==> src/rtl/svm_model_loader_if.sv <==
// rtl/svm_model_loader_if.sv - word stream handshake between host and SVM model loader
interface svm_model_loader_if #(
    parameter int DATA_WIDTH = 32
);
    logic [DATA_WIDTH-1:0] s_data;
    logic                  s_valid;
    logic                  s_ready;

    modport master (output s_data, output s_valid, input s_ready);
    modport slave  (input s_data, input s_valid, output s_ready);
endinterface

==> src/rtl/svm_model_loader.sv <==
// rtl/svm_model_loader.sv - framed stream writer for SVM support-vector/alpha memories and bias
// Optional trailer checksum state enabled by defining SVM_LOADER_CHECKSUM_EN.
module svm_model_loader #(
    parameter int              DATA_WIDTH       = 32,
    parameter int              FEATURE_SIZE     = 13,
    parameter int              MAX_SV           = 11237,
    parameter int              SV_ADDR_WIDTH    = 18,
    parameter int              ALPHA_ADDR_WIDTH = 14,
    parameter logic [31:0]     MAGIC            = 32'h53564D31
) (
    input  logic                        clk,
    input  logic                        rst,
    svm_model_loader_if.slave           s,
    output logic                        sv_we,
    output logic [SV_ADDR_WIDTH-1:0]    sv_addr,
    output logic                        alpha_we,
    output logic [ALPHA_ADDR_WIDTH-1:0] alpha_addr,
    output logic [DATA_WIDTH-1:0]       mem_wdata,
    output logic [DATA_WIDTH-1:0]       bias,
    output logic [15:0]                 num_sv,
    output logic                        busy,
    output logic                        model_valid,
    output logic                        error,
    output logic [1:0]                  error_code
);
    typedef enum logic [2:0] {
        IDLE, COUNT, BIAS, ALPHA, FEAT,
`ifdef SVM_LOADER_CHECKSUM_EN
        CHECK,
`endif
        DONE, ERR
    } state_t;

    state_t                      state_q, state_d;
    logic                        ready_q, ready_d;
    logic                        sv_we_q, sv_we_d, alpha_we_q, alpha_we_d;
    logic [SV_ADDR_WIDTH-1:0]    sv_addr_q, sv_addr_d, sv_cnt_q, sv_cnt_d;
    logic [ALPHA_ADDR_WIDTH-1:0] alpha_addr_q, alpha_addr_d;
    logic [DATA_WIDTH-1:0]       wdata_q, wdata_d, bias_q, bias_d, bias_stage_q, bias_stage_d;
    logic [15:0]                 num_sv_q, num_sv_d, n_stage_q, n_stage_d, sv_idx_q, sv_idx_d;
    logic [7:0]                  feat_idx_q, feat_idx_d;
    logic                        busy_q, busy_d, mv_q, mv_d, error_q, error_d;
    logic [1:0]                  code_q, code_d;
    logic                        accept;
    state_t                      end_state;
`ifdef SVM_LOADER_CHECKSUM_EN
    logic [DATA_WIDTH-1:0]       csum_q, csum_d;
    assign end_state = CHECK;
`else
    assign end_state = DONE;
`endif

    assign accept = s.s_valid && ready_q;

    always_comb begin
        state_d      = state_q;
        sv_we_d      = 1'b0;
        alpha_we_d   = 1'b0;
        sv_addr_d    = sv_addr_q;
        sv_cnt_d     = sv_cnt_q;
        alpha_addr_d = alpha_addr_q;
        wdata_d      = wdata_q;
        bias_d       = bias_q;
        bias_stage_d = bias_stage_q;
        num_sv_d     = num_sv_q;
        n_stage_d    = n_stage_q;
        sv_idx_d     = sv_idx_q;
        feat_idx_d   = feat_idx_q;
        busy_d       = busy_q;
        mv_d         = mv_q;
        error_d      = error_q;
        code_d       = code_q;
`ifdef SVM_LOADER_CHECKSUM_EN
        csum_d       = csum_q;
        if (accept && state_q inside {BIAS, ALPHA, FEAT}) csum_d = csum_q ^ s.s_data;
`endif
        case (state_q)
            IDLE: if (accept && s.s_data == DATA_WIDTH'(MAGIC)) begin
                state_d = COUNT;
                busy_d  = 1'b1;
                mv_d    = 1'b0;
                error_d = 1'b0;
                code_d  = 2'd0;
            end
            COUNT: if (accept) begin
                if (s.s_data[23:16] != 8'(FEATURE_SIZE)) begin
                    state_d = ERR;
                    code_d  = 2'd1;
                end else if (s.s_data[15:0] == 16'd0 || s.s_data[15:0] > 16'(MAX_SV)) begin
                    state_d = ERR;
                    code_d  = 2'd2;
                end else begin
                    n_stage_d  = s.s_data[15:0];
                    sv_idx_d   = '0;
                    feat_idx_d = '0;
                    sv_cnt_d   = '0;
                    state_d    = BIAS;
                end
`ifdef SVM_LOADER_CHECKSUM_EN
                csum_d = s.s_data;
`endif
            end
            BIAS: if (accept) begin
                bias_stage_d = s.s_data;
                state_d      = ALPHA;
            end
            ALPHA: if (accept) begin
                alpha_we_d   = 1'b1;
                alpha_addr_d = sv_idx_q[ALPHA_ADDR_WIDTH-1:0];
                wdata_d      = s.s_data;
                state_d      = FEAT;
            end
            FEAT: if (accept) begin
                // Running address replaces sv_idx*FEATURE_SIZE+feat_idx
                sv_we_d   = 1'b1;
                sv_addr_d = sv_cnt_q;
                sv_cnt_d  = sv_cnt_q + 1'b1;
                wdata_d   = s.s_data;
                if (feat_idx_q == 8'(FEATURE_SIZE - 1)) begin
                    feat_idx_d = '0;
                    sv_idx_d   = sv_idx_q + 16'd1;
                    state_d    = (sv_idx_q + 16'd1 < n_stage_q) ? ALPHA : end_state;
                end else begin
                    feat_idx_d = feat_idx_q + 8'd1;
                end
            end
`ifdef SVM_LOADER_CHECKSUM_EN
            CHECK: if (accept) begin
                if (s.s_data == csum_q) begin
                    state_d = DONE;
                end else begin
                    state_d = ERR;
                    code_d  = 2'd3;
                end
            end
`endif
            DONE: begin
                bias_d   = bias_stage_q;
                num_sv_d = n_stage_q;
                mv_d     = 1'b1;
                busy_d   = 1'b0;
                state_d  = IDLE;
            end
            ERR: begin
                error_d = 1'b1;
                busy_d  = 1'b0;
                state_d = IDLE;
            end
            default: state_d = IDLE;
        endcase
        ready_d = !(state_d == DONE || state_d == ERR);
    end

    always_ff @(posedge clk or posedge rst) begin
        if (rst) begin
            state_q      <= IDLE;
            ready_q      <= 1'b0;
            sv_we_q      <= 1'b0;
            alpha_we_q   <= 1'b0;
            sv_addr_q    <= '0;
            sv_cnt_q     <= '0;
            alpha_addr_q <= '0;
            wdata_q      <= '0;
            bias_q       <= '0;
            bias_stage_q <= '0;
            num_sv_q     <= '0;
            n_stage_q    <= '0;
            sv_idx_q     <= '0;
            feat_idx_q   <= '0;
            busy_q       <= 1'b0;
            mv_q         <= 1'b0;
            error_q      <= 1'b0;
            code_q       <= '0;
`ifdef SVM_LOADER_CHECKSUM_EN
            csum_q       <= '0;
`endif
        end else begin
            state_q      <= state_d;
            ready_q      <= ready_d;
            sv_we_q      <= sv_we_d;
            alpha_we_q   <= alpha_we_d;
            sv_addr_q    <= sv_addr_d;
            sv_cnt_q     <= sv_cnt_d;
            alpha_addr_q <= alpha_addr_d;
            wdata_q      <= wdata_d;
            bias_q       <= bias_d;
            bias_stage_q <= bias_stage_d;
            num_sv_q     <= num_sv_d;
            n_stage_q    <= n_stage_d;
            sv_idx_q     <= sv_idx_d;
            feat_idx_q   <= feat_idx_d;
            busy_q       <= busy_d;
            mv_q         <= mv_d;
            error_q      <= error_d;
            code_q       <= code_d;
`ifdef SVM_LOADER_CHECKSUM_EN
            csum_q       <= csum_d;
`endif
        end
    end

    assign s.s_ready   = ready_q;
    assign sv_we       = sv_we_q;
    assign sv_addr     = sv_addr_q;
    assign alpha_we    = alpha_we_q;
    assign alpha_addr  = alpha_addr_q;
    assign mem_wdata   = wdata_q;
    assign bias        = bias_q;
    assign num_sv      = num_sv_q;
    assign busy        = busy_q;
    assign model_valid = mv_q;
    assign error       = error_q;
    assign error_code  = code_q;
endmodule
==> src/flat_wrapper.sv <==
// flat-port wrapper written by rule: the top's interface ports become plain ports
module svm_model_loader_flat 
#(
    parameter int              DATA_WIDTH       = 32,
    parameter int              FEATURE_SIZE     = 13,
    parameter int              MAX_SV           = 11237,
    parameter int              SV_ADDR_WIDTH    = 18,
    parameter int              ALPHA_ADDR_WIDTH = 14,
    parameter logic [31:0]     MAGIC            = 32'h53564D31
)
  (clk, rst, sv_we, sv_addr, alpha_we, alpha_addr, mem_wdata, bias, num_sv, busy, model_valid, error, error_code, s_s_data, s_s_valid, s_s_ready);
  svm_model_loader_if #(.DATA_WIDTH(DATA_WIDTH)) s_i ();
  input  logic clk;
  input  logic rst;
  output logic sv_we;
  output logic [SV_ADDR_WIDTH-1:0] sv_addr;
  output logic alpha_we;
  output logic [ALPHA_ADDR_WIDTH-1:0] alpha_addr;
  output logic [DATA_WIDTH-1:0] mem_wdata;
  output logic [DATA_WIDTH-1:0] bias;
  output logic [15:0] num_sv;
  output logic busy;
  output logic model_valid;
  output logic error;
  output logic [1:0] error_code;
  input wire logic [$bits(s_i.s_data)-1:0] s_s_data;
  input wire logic [$bits(s_i.s_valid)-1:0] s_s_valid;
  output wire logic [$bits(s_i.s_ready)-1:0] s_s_ready;
  assign s_i.s_data = s_s_data;
  assign s_i.s_valid = s_s_valid;
  assign s_s_ready = s_i.s_ready;
  svm_model_loader #(.DATA_WIDTH(DATA_WIDTH), .FEATURE_SIZE(FEATURE_SIZE), .MAX_SV(MAX_SV), .SV_ADDR_WIDTH(SV_ADDR_WIDTH), .ALPHA_ADDR_WIDTH(ALPHA_ADDR_WIDTH), .MAGIC(MAGIC)) u_core (.clk(clk), .rst(rst), .s(s_i), .sv_we(sv_we), .sv_addr(sv_addr), .alpha_we(alpha_we), .alpha_addr(alpha_addr), .mem_wdata(mem_wdata), .bias(bias), .num_sv(num_sv), .busy(busy), .model_valid(model_valid), .error(error), .error_code(error_code));
endmodule
==> config.mk <==
export PLATFORM = sky130hd
export DESIGN_NAME = svm_model_loader_flat
export DESIGN_NICKNAME = d
export VERILOG_FILES = /design/src/rtl/svm_model_loader_if.sv /design/src/rtl/svm_model_loader.sv /design/src/flat_wrapper.sv
export SDC_FILE = /design/constraint.sdc
export NUM_CORES = 1
export LEC_CHECK = 0
export CORE_MARGIN = 4
export CORE_UTILIZATION = 53
export DETAILED_ROUTE_END_ITERATION = 8
export PLACE_DENSITY = 0.91
export SKIP_LAST_GASP = 1
export SYNTH_ARGS = -nofsm -noshare
export SYNTH_HDL_FRONTEND = slang
export SYNTH_SLANG_ARGS = --single-unit
export TNS_END_PERCENT = 100
==> constraint.sdc <==
create_clock -name clk -period 8.65 [get_ports clk]
set_input_delay 1.73 -clock clk [delete_from_list [all_inputs] [get_ports clk]]
set_output_delay 1.73 -clock clk [all_outputs]
set_load 0.01 [all_outputs]
* After elaboration in Yosys (flattened, before gate mapping)
Index checks and enable logic that the tools add are counted.
** Operators by class
- Bitwise operators :: 2
- Shift operators :: 0
- Order comparisons :: 2
- Equal/unequal tests :: 18
- Multipliers :: 0
- $add $sub $neg :: 3
- Muxes and demuxes :: 40
- Reduce and logical (&&, ||, !) cells :: 25
- Div/mod/pow operators :: 0
** Operators by type and width (count)
- 16-bit two-way mux :: 5
- 18-bit two-way mux :: 4
- 8-bit two-way mux :: 5
- 18-bit one-hot mux with 2 select lines :: 1
- 32-bit by 31-bit == test with 1-bit output (second input constant) :: 1
- 16-bit one-hot mux with 2 select lines :: 1
- 3-bit two-way mux :: 9
- 18-bit by 1-bit adder with 18-bit output (second input constant) :: 1
- 16-bit by 1-bit adder with 16-bit output (second input constant) :: 1
- 16-bit by 14-bit > comparator with 1-bit output (second input constant) :: 1
- 16-bit zero test :: 1
- 16-bit less-than comparator :: 1
- 8-bit one-hot mux with 2 select lines :: 1
- 3-bit == test (second input constant) :: 5
- 3-bit one-hot mux with 5 select lines :: 1
- 2-bit AND reduction :: 7
- 2-bit nonzero test :: 5
- 8-bit by 1-bit adder with 8-bit output (second input constant) :: 1
- 8-bit by 4-bit == test with 1-bit output (second input constant) :: 1
- 2-bit two-way mux :: 4
- 2-bit by 1-bit != test with 1-bit output (second input constant) :: 4
- 8-bit by 4-bit != test with 1-bit output (second input constant) :: 1
- 4-bit AND reduction :: 2
- 3-bit by 2-bit == test with 1-bit output (second input constant) :: 2
- other kinds (14) :: 25
** Storage, ports and cells
- Flip-flop bits (word level) :: 213
- Latch bits :: 0
- ROM bits :: 0
- Input port bits :: 35
- Output and inout bits :: 120
- Word-level logic and storage cells :: 108
- Bits in writable memories :: 0
- Memories :: 0

* Longest topological paths before layout
Gate-level depths: netlist (run 1).
- Depth after elaboration :: 9
- Mapped depth :: 13
- Mapped depth without buffers :: 12

* Worst setup path before layout (run 1)
Ideal clock, no wire load.
- Path kind :: input port to flip-flop
- Start :: input port s_s_data[17]
- End :: register u_core.sv_cnt_q[8]
- Arrival :: 3374 ps
- Data required time :: 8584 ps
- Setup slack :: 5210 ps
- Path buffers :: 0
- Setup time :: 66 ps
- Stages on the path :: 6
- Cell sequence :: or4b_4 nor4_4 and4_1 a22oi_2 or4_1 nand2_1
** On the way
- Longest elaborated chain between the ends :: 3
** Ends and longest elaborated chain
- start: declaration :: line flat_wrapper.sv:26 : input wire logic [$bits(s_i.s_data)-1:0] s_s_data;
- 8-bit by 4-bit != test with 1-bit output :: line svm_model_loader.sv:86 : if (s.s_data[23:16] != 8'(FEATURE_SIZE)) begin
- 2-bit != test (no line)
- 5-bit AND reduction (no line)
- end signal: assignment :: line svm_model_loader.sv:183 : sv_cnt_q <= sv_cnt_d;
- end: declaration :: line svm_model_loader.sv:37 : logic [SV_ADDR_WIDTH-1:0] sv_addr_q, sv_addr_d, sv_cnt_q, sv_cnt_d;
No other way between the ends.
A chain may end at the register's enable or synchronous reset.

* Final worst setup path (run 1)
- Start :: input port s_s_valid
- End :: register u_core.sv_idx_q[11]
** On the way
- Longest elaborated chain between the ends :: 3
- Elaborated cells on any way between the ends :: 4
- Classes of those cells :: eq/ne (2); reduce/logical (2)
** Ends and longest elaborated chain
- start: declaration :: line flat_wrapper.sv:27 : input wire logic [$bits(s_i.s_valid)-1:0] s_s_valid;
- 1-bit logical AND (*) :: line svm_model_loader.sv:53 : assign accept = s.s_valid && ready_q;
- 2-bit by 1-bit != test with 1-bit output (no line)
- 6-bit AND reduction (no line) (*)
- end signal: assignment :: line svm_model_loader.sv:190 : sv_idx_q <= sv_idx_d;
- end: declaration :: line svm_model_loader.sv:40 : logic [15:0] num_sv_q, num_sv_d, n_stage_q, n_stage_d, sv_idx_q, sv_idx_d;
Mark *: on every way between the ends. The rest lies on a longest branch, timed or not.

==> impl_metrics.csv, run 1 <==
group,metric,value,unit
clock_network,postCtsSetupRepairBufs,0,
yosys,synthAdderAreaFrac,2.567,%
clock_network,clock-sinks,213,
floorplanning,start_util,53.72,%
setup_path,crit_fanout,35,
min_path,min_path_cells,2,
layout,fillers,1208,
power,comb_power_share,2.6,%
yosys,syn_inst,808,
timing,maxSlewViolCount,0,
floorplanning,rows,48,
timing,rsz0062_at_grt,"false",
yosys,ys_ff_latch,213,
timing,timing.hold.ws,0.4753,ns
yosys,yosysWarnings,0,
yosys,yosysSeqAreaShare,57.56,%
timing,skew,0.01684,ns
drt,first_pass_iters,5,
grt,gr-usage-all-layers,23.42,%
drt,drt_iter0_markers,440,
yosys,syn_area_per_cell,11.46,µm²
yosys,synth.top_cell.area_share,57.56,%
floorplanning,io_pins,155,
setup_path,worstSetupPathType,"primary input to flip-flop",
yosys,synth_top_cells_by_count,"dfrtp_1, nand2_1, mux2_2",
layout,multi_input_area,3701,µm²
timing,finalCriticalPeriod,4.470,ns
place,dp_slack,3.769,ns
yosys,syn-cell-area,9260,µm²
clock_network,holdBufCountCts,0,
place,dpl.cell_count,1159,
floorplanning,coreArea,17240,µm²
min_path,min_path_type,"flip-flop to flip-flop",
floorplanning,die_w,140.2,µm
power,intPower,0.001627,W
drt,wl_per_cell,19.23,µm
place,hpwl,15910,µm
clock_network,clk_pin_slew,0.06,ns
clock_network,clk_path_buf_depth,3,
place,routabilityCongestion,0.9451,
grt,grt_max_degree,147,
layout,fin_util,68.34,%
yosys,synthMuxAreaShare,13.50,%
yosys,ys_types,56,
power,max-vdd-ir-drop,0.0001538,V
timing,layout_setup_ws,4.180,ns
clock_network,cts_tree,"yes",
yosys,ys_async_sr_fraction,100.0,%
yosys,synth_top_family_by_area,"simple AND/OR/NAND/NOR gates",
grt,grt_pass1_wl,37670,µm
drt,drt_wl_total,23020,µm
setup_path,arrival,4.87,ns
power,netSwitchingFraction,20.48,%
floorplanning,die_y,140.2,µm
clock_network,root_buffer,"clkbuf_16",
layout,antenna_cells,0,
timing,timing.final.crit_share,51.67,%
place,port_buffers,154,
drt,viasPerCell,5.773,
yosys,synth_xor_area_share,2.459,%
yosys,yosys_most_used_dff,"dfrtp_1",
grt,antenna_found_initial,0,
yosys,synth_area_leaders,"dfrtp_1, mux2_2, nand2_1",
setup_path,worstPathRequired,9.05,ns
timing,max_slew_margin,34.63,%
power,sequentialPowerShare,48.7,%
floorplanning,die-area,19650,µm²
setup_path,cp-start-kind,"primary input",
yosys,synthesis.nets,862,
clock_network,cts_made_buffers,22,
job,maxCapViolCount,0,
drt,dr_total_vias,6910,
timing,finalSetupTns,0,ns
power,p_switching,0.0004188,W
yosys,yosys.area_share.simple,14.42,%
grt,overflow,0,
yosys,synth_area_leader_cell,"dfrtp_1",
layout,final_nets,1012,
outcome,run_status,"completed",
clock_network,clk_latency,0.51,ns
timing,worst_pin_slew,0.9805,ns
layout,syn_to_final_growth,27.20,%
timing,setup_viol,0,
drt,drc_errors,0,
drt,ant_nets,0,
clock_network,htreeDepth,1,
layout,regArea,5330,µm²
power,clockPowerShare,48.7,%
yosys,synth_compound_area_share,6.891,%
timing,hold_viol_final,0,
power,powerDensity,173.7,nW/µm²
setup_path,r2r_cells,8,
power,p_leak,5.630,nW
timing,fmax,223.7,MHz
yosys,yosysMostFrequentCell,"dfrtp_1",
layout,final_cells,1197,
layout,drive_gt1_share,17.39,%
clock_network,post_cts_resized,0,
grt,grt_pass1_vias,7106,
setup_path,cp-end-kind,"flip-flop",
yosys,synth_edf_count,0,
==> power by group through the flow <==
stage               Sequential (W)  Combinational [W]  Clock, W
global placement           0.00101          0.0000533         0
floorplan                  0.00102          0.0000202         0
finish                    0.000996          0.0000533  0.000996
global route              0.000996          0.0000591   0.00105
detailed placement         0.00101          0.0000541         0
CTS                       0.000996          0.0000546   0.00101
==> cell type report <==
cell class                 instances  share of cell area [%]
inverter                          26                  0.8923
sequential                       213                   45.25
clock buffer                      28                   5.120
clock inverter                    10                   1.392
multi-input combinational        534                   31.42
timing repair buffer             161                   13.53
tap                              225                   2.390
==> critical path: stages <==
cell	delay (ns)
clkdlybuf4s50_1	0.50
nand3_2	0.51
clkinv_1	0.85
and2_1	0.57
a31oi_1	0.22
buf_4	0.26
o21ai_0	0.13
o31ai_1	0.10
==> cells by family (layout without fill, tap and decap cells) <==
logic type               after synthesis  after routing
flip-flops                           213            213
AND/OR/NAND/NOR                      272            272
XOR/XNOR                              26             26
adder cells (fa/ha/maj)               19             19
multiplexers                         111            111
AO/OA/AOI/OAI                        106            106
buffers and inverters                 61            225
==> layout by cell type, fill, tap and decap left out, types with 10 or more instances in the layout <==
master           instances
clkbuf_16               22
nor2_1                  31
nand2_1                131
inv_1                   24
o21ai_0                 62
dfrtp_1                213
xor2_1                  16
nand4_1                 13
nor3_1                  13
a21oi_1                 13
xnor2_1                 10
clkdlybuf4s50_1        154
mux2_2                 111
nand3_1                 24
ha_1                    19
==> final timing paths <==
| path | from | to | slack, ns |
|---|---|---|---|
| worst max register to register | u_core.state_q[2]$_DFF_PP0_ | u_core.sv_idx_q[11]$_DFFE_PP0P_ | 4.77 |
| worst max-delay path | s_s_valid | u_core.sv_idx_q[11]$_DFFE_PP0P_ | 4.18 |
| min in group asynchronous | rst | u_core.sv_addr[4]$_DFFE_PP0P_ | 1.85 |
| worst min-delay path | u_core.sv_addr[5]$_DFFE_PP0P_ | u_core.sv_addr[5]$_DFFE_PP0P_ | 0.48 |
| worst min register to register | u_core.sv_addr[5]$_DFFE_PP0P_ | u_core.sv_addr[5]$_DFFE_PP0P_ | 0.48 |
| max in group asynchronous | rst | u_core.bias_stage_q[17]$_DFFE_PP0P_ | 5.41 |
==> through the flow <==
stage               total power (W)  instance area [µm²]
detailed placement         0.001069                11010
floorplan                  0.001035                 9260
CTS                        0.002062                11780
finish                     0.002045                11780
global route               0.002107                11780
global placement           0.001068                11010
==> routing by layer <==
metal | up-vias | wire [µm] | GRT usage (%)
li1 | 3122 | - | -
met2 | 302 | 11110 | 39.11
met3 | 41 | 2183 | 7.818
met1 | 3445 | 9239 | 29.98
met5 | - | 0 | 0
met4 | 0 | 480 | 5.099
==> flip-flops by register name, indices dropped and copies added, names as in the netlist, 8 cells and up <==
register / cells
u_core.bias: 32
u_core.bias_stage_q: 32
u_core.mem_wdata: 32
u_core.sv_addr: 18
u_core.sv_cnt_q: 18
u_core.n_stage_q: 16
u_core.num_sv: 16
u_core.sv_idx_q: 16
u_core.alpha_addr: 14
u_core.feat_idx_q: 8
(Power assumes the default switching activity.)
==> run 2: changes to the inputs <==
CORE_UTILIZATION = 48   (was 53)
PLACE_DENSITY = 0.87   (was 0.91)
clock period = 3.8 ns   (was 8.65 ns; I/O delays follow)
==> impl_metrics.csv, run 2 (synthesis gave the netlist of run 1 again) <==
group,metric,value,unit
power,comb_power_share,2.9,%
drt,drc_errors,0,
grt,overflow,0,
clock_network,holdBufCountCts,0,
floorplanning,coreArea,18830,µm²
drt,viasPerCell,5.609,
layout,drive_gt1_share,18.42,%
drt,dr_total_vias,7000,
timing,max_slew_margin,54.57,%
timing,skew,0.008795,ns
layout,fin_util,63.56,%
power,sequentialPowerShare,48.6,%
floorplanning,die_y,146.9,µm
place,dp_slack,0.5506,ns
power,netSwitchingFraction,20.67,%
layout,final_cell_mix,"dfrtp_1, clkdlybuf4s50_1, nand2_1",
setup_path,rrSetupSlack,0.62,ns
setup_path,cp-end-kind,"flip-flop",
clock_network,clk_path_buf_depth,3,
grt,grt_pass1_vias,7117,
clock_network,postCtsSetupRepairBufs,0,
timing,worst_pin_slew,0.6801,ns
floorplanning,io_pins,155,
place,hpwl,16630,µm
place,port_buffers,154,
clock_network,clk_pin_slew,0.06,ns
power,intPower,0.003700,W
drt,ant_nets,0,
floorplanning,die_w,146.9,µm
clock_network,root_buffer,"clkbuf_16",
power,max-vdd-ir-drop,0.0002974,V
power,p_switching,0.0009642,W
layout,final_common_cell,"dfrtp_1",
timing,setup_viol,0,
setup_path,arrival,3.61,ns
timing,maxSlewViolCount,0,
setup_path,crit_fanout,7,
floorplanning,rows,50,
timing,finalCriticalPeriod,3.175,ns
power,clockPowerShare,48.5,%
timing,fmax,314.9,MHz
clock_network,clock-sinks,213,
drt,drt_wl_total,23860,µm
layout,syn_to_final_growth,29.25,%
clock_network,clk_latency,0.51,ns
drt,wl_per_cell,19.12,µm
setup_path,reg2reg_to,"u_core.s.s_ready$_DFF_PP0_",
job,maxCapViolCount,0,
outcome,run_status,"completed",
setup_path,r2r_start,"u_core.sv_idx_q[0]$_DFFE_PP0P_",
timing,layout_setup_ws,0.6247,ns
drt,drt_iter0_markers,491,
clock_network,htreeDepth,1,
power,powerDensity,389.7,nW/µm²
setup_path,worstPathRequired,4.23,ns
setup_path,r2r_cells,13,
timing,finalSetupTns,0,ns
timing,rsz0062_at_grt,"false",
setup_path,worstSetupEndpoint,"u_core.s.s_ready$_DFF_PP0_",
floorplanning,die-area,21580,µm²
min_path,min_path_type,"flip-flop to flip-flop",
layout,fillers,1396,
grt,antenna_found_initial,0,
clock_network,cts_made_buffers,22,
timing,timing.final.crit_share,83.56,%
clock_network,post_cts_resized,0,
layout,final_nets,1027,
layout,multi_input_area,3701,µm²
layout,antenna_cells,0,
setup_path,cp-start-kind,"flip-flop",
timing,hold_viol_final,0,
grt,grt_pass1_wl,38500,µm
floorplanning,start_util,49.18,%
setup_path,worstSetupPathType,"flip-flop to flip-flop",
clock_network,cts_tree,"yes",
power,p_leak,5.708,nW
setup_path,crit_start,"u_core.sv_idx_q[0]$_DFFE_PP0P_",
place,routabilityCongestion,0.8719,
drt,first_pass_iters,5,
grt,grt_max_degree,54,
grt,gr-usage-all-layers,21.89,%
layout,regArea,5330,µm²
==> run 2: cell count changes in the layout (fill, tap and decap cells not counted), sizes merged <==
cell / delta
buf: +15
inv: -1
clkbuf: +1
clkinvlp: +1
==> run 2: worst min path at each step <==
stage | startpoint | depth (start not counted) | slack [ns] | end
global placement | u_core.sv_addr[2]$_DFFE_PP0P_ | 2 | 0.46 | u_core.sv_addr[2]$_DFFE_PP0P_
floorplan | u_core.n_stage_q[0]$_DFFE_PP0P_ | 2 | 0.46 | u_core.n_stage_q[0]$_DFFE_PP0P_
CTS | u_core.sv_addr[15]$_DFFE_PP0P_ | 2 | 0.48 | u_core.sv_addr[15]$_DFFE_PP0P_
detailed placement | u_core.sv_addr[15]$_DFFE_PP0P_ | 2 | 0.46 | u_core.sv_addr[15]$_DFFE_PP0P_
global route | u_core.sv_addr[9]$_DFFE_PP0P_ | 2 | 0.50 | u_core.sv_addr[9]$_DFFE_PP0P_
finish | u_core.sv_addr[15]$_DFFE_PP0P_ | 2 | 0.47 | u_core.sv_addr[15]$_DFFE_PP0P_
==> run 2: power by group through the flow <==
| stage | clock (W) | combinational (W) | sequential, W |
|---|---|---|---|
| floorplan | 0 | 0.0000463 | 0.00231 |
| global placement | 0 | 0.000135 | 0.00231 |
| detailed placement | 0 | 0.000137 | 0.00231 |
| CTS | 0.00230 | 0.000138 | 0.00227 |
| global route | 0.00239 | 0.000149 | 0.00227 |
| finish | 0.00226 | 0.000135 | 0.00227 |
==> run 2: metrics by stage <==
step | total power (W) | hold slack [ns] | area, µm² | cells
global placement | 0.002445 | 0.4580 | 11210 | 1209
finish | 0.004664 | 0.4694 | 11970 | 1248
global route | 0.004808 | 0.5013 | 11970 | 1248
detailed placement | 0.002447 | 0.4636 | 11210 | 1209
floorplan | 0.002357 | 0.4572 | 9264 | 808
CTS | 0.004703 | 0.4767 | 11970 | 1248
==> run 2: final cells by class <==
type,instances,share of cell area [%]
clock inverters,10,1.307
well taps,260,2.718
inverters,26,0.8467
repair buffers,176,14.68
flip-flops and latches,213,44.53
multi-input cells,534,30.92
clock buffers,29,4.997
==> run 2: metal layers <==
layer  global-route usage [%]  vias to the layer above  share of wire [%]
met5                        0                        -                  0
li1                         -                     3156                  -
met4                    5.312                        0                2.3
met1                    27.88                     3471                 39
met3                    7.927                       52                 11
met2                    36.02                      321                 48
==> run 2: critical path, cell delays in order (launching register included) <==
cell and delay (ns):
dfrtp_1 0.47, ha_1 0.27, inv_1 0.09, nor3_1 0.23, buf_4 0.19, nand3_1 0.13, xnor2_1 0.17, ha_1 0.18
a21o_1 0.17, a21o_1 0.17, a221o_1 0.36, a211o_1 0.24, a221o_1 0.31, nand4_1 0.10
==> run 3: changes to the inputs <==
CORE_UTILIZATION = 53   (was 48)
PLACE_DENSITY = 0.91   (was 0.87)
clock period = 3.2 ns   (was 3.8 ns; I/O delays follow)
==> impl_metrics.csv, run 3 (synthesis gave the netlist of run 1 again) <==
group,metric,value,unit
outcome,run_status,"completed",
clock_network,clk_pin_slew,0.06,ns
grt,grt_pass1_vias,7326,
drt,drt_wl_total,24100,µm
drt,dr_total_vias,7110,
grt,grt_max_degree,62,
power,sequentialPowerShare,50.0,%
timing,worst_pin_slew,0.7494,ns
place,dpl-instance-area,11290,µm²
setup_path,crit_fanout,7,
clock_network,holdBufCountCts,0,
clock_network,clock-sinks,213,
setup_path,worstPathRequired,3.64,ns
drt,first_pass_iters,5,
drt,ant_nets,0,
clock_network,cts_made_buffers,22,
setup_path,worstSetupPathType,"flip-flop to flip-flop",
layout,syn_to_final_growth,29.68,%
layout,final_cell_mix,"dfrtp_1, clkdlybuf4s50_1, nand2_1",
timing,setup_viol,0,
power,p_switching,0.001123,W
timing,skew,0.01091,ns
layout,final_nets,1044,
clock_network,postCtsSetupRepairBufs,0,
floorplanning,io_pins,155,
clock_network,root_buffer,"clkbuf_16",
timing,maxSlewViolCount,0,
floorplanning,die-area,19650,µm²
clock_network,cts_tree,"yes",
setup_path,cp-start-kind,"flip-flop",
grt,gr-usage-all-layers,24.53,%
timing,max_slew_margin,49.58,%
timing,fmax,328.6,MHz
layout,drive_gt1_share,19.90,%
drt,drt_iter0_markers,532,
power,powerDensity,448.8,nW/µm²
drt,viasPerCell,5.776,
setup_path,arrival,3.48,ns
floorplanning,rows,48,
clock_network,clk_latency,0.50,ns
power,comb_power_share,3.0,%
timing,rsz0062_at_grt,"false",
power,power,0.005390,W
floorplanning,die_y,140.2,µm
floorplanning,start_util,53.72,%
power,intPower,0.004267,W
power,clockPowerShare,47.0,%
grt,overflow,0,
clock_network,clk_path_buf_depth,3,
place,hpwl,16840,µm
layout,final_common_cell,"dfrtp_1",
job,maxCapViolCount,0,
power,max-vdd-ir-drop,0.0004663,V
setup_path,cp-end-kind,"flip-flop",
min_path,min_path_type,"flip-flop to flip-flop",
power,p_leak,5.779,nW
clock_network,htreeDepth,1,
drt,drc_errors,0,
place,routabilityCongestion,0.9038,
grt,antenna_found_initial,1,
timing,hold_viol_final,0,
timing,finalCriticalPeriod,3.043,ns
timing,timing.final.crit_share,95.10,%
grt,grt_pass1_wl,39210,µm
floorplanning,die_w,140.2,µm
floorplanning,coreArea,17240,µm²
layout,postLayoutCellArea,12010,µm²
power,netSwitchingFraction,20.83,%
drt,wl_per_cell,19.58,µm
place,port_buffers,154,
[run 3: metrics by stage]
stage | setup TNS, ns | hold WS [ns] | std cells | utilization, % | setup slack (ns)
after floorplan | -44.77 | 0.4572 | 808 | - | -0.2102
final | 0 | 0.4712 | 1231 | 69.67 | 0.1569
after global routing | 0 | 0.5140 | 1231 | 69.67 | 0.01492
after detailed placement | 0 | 0.4636 | 1191 | 65.48 | 0.1351
after CTS | 0 | 0.4786 | 1230 | 69.65 | 0.1665
after global placement | 0 | 0.4571 | 1191 | 65.48 | 0.1963
[run 3: worst paths after layout]
kind                                                 from                               end  slack (ns)  cells after the start
setup / recovery           u_core.sv_idx_q[2]$_DFFE_PP0P_        u_core.s.s_ready$_DFF_PP0_        0.16                     13
hold / removal              u_core.sv_addr[2]$_DFFE_PP0P_     u_core.sv_addr[2]$_DFFE_PP0P_        0.47                      2
setup reg to reg           u_core.sv_idx_q[2]$_DFFE_PP0P_        u_core.s.s_ready$_DFF_PP0_        0.16                     13
hold reg to reg             u_core.sv_addr[2]$_DFFE_PP0P_     u_core.sv_addr[2]$_DFFE_PP0P_        0.47                      2
max in group asynchronous                             rst    u_core.sv_addr[12]$_DFFE_PP0P_        1.95                      3
min in group asynchronous                             rst  u_core.alpha_addr[7]$_DFFE_PP0P_        0.55                      2
[run 3: final cells by class]
cell class	instances	area (µm²)
diodes	1	2.502
clock buffers	34	666.9
clock inverters	5	52.55
fillers	1143	5228
inverters	26	101.3
multi-input cells	534	3702
flip-flops and latches	213	5330
well taps	225	281.5
repair buffers	193	1872
[run 3: worst max-delay path, stage by stage (launching register included)]
cell	delay [ns]
dfrtp_1	0.35
buf_4	0.15
nand3_1	0.07
nor2_1	0.15
and3_1	0.27
and3_2	0.25
xor2_1	0.21
ha_1	0.27
a21oi_1	0.14
o21ai_0	0.11
a221o_1	0.37
a211o_1	0.24
a221o_1	0.31
nand4_1	0.09
[run 3: metal layers]
metal / vias to the layer above / global-route usage [%] / share of wire (%)
li1: 3189 / - / -
met3: 69 / 7.409 / 9.6
met1: 3495 / 31.98 / 39
met2: 357 / 39.92 / 48
met4: 0 / 7.394 / 3.3
met5: - / 0.2506 / 0
[run 3: repair_timing]
action	4_1_cts	5_1_grt
setup endpoints to repair	0	1
hold endpoints to repair	0	0
resized for setup	0	1
[run 3: power by group through the flow]
stage               clock, W  sequential (W)  combinational [W]
floorplan                  0         0.00274          0.0000550
global placement           0         0.00274           0.000161
detailed placement         0         0.00274           0.000164
CTS                  0.00257         0.00269           0.000166
global route         0.00269         0.00269           0.000179
finish               0.00253         0.00269           0.000164
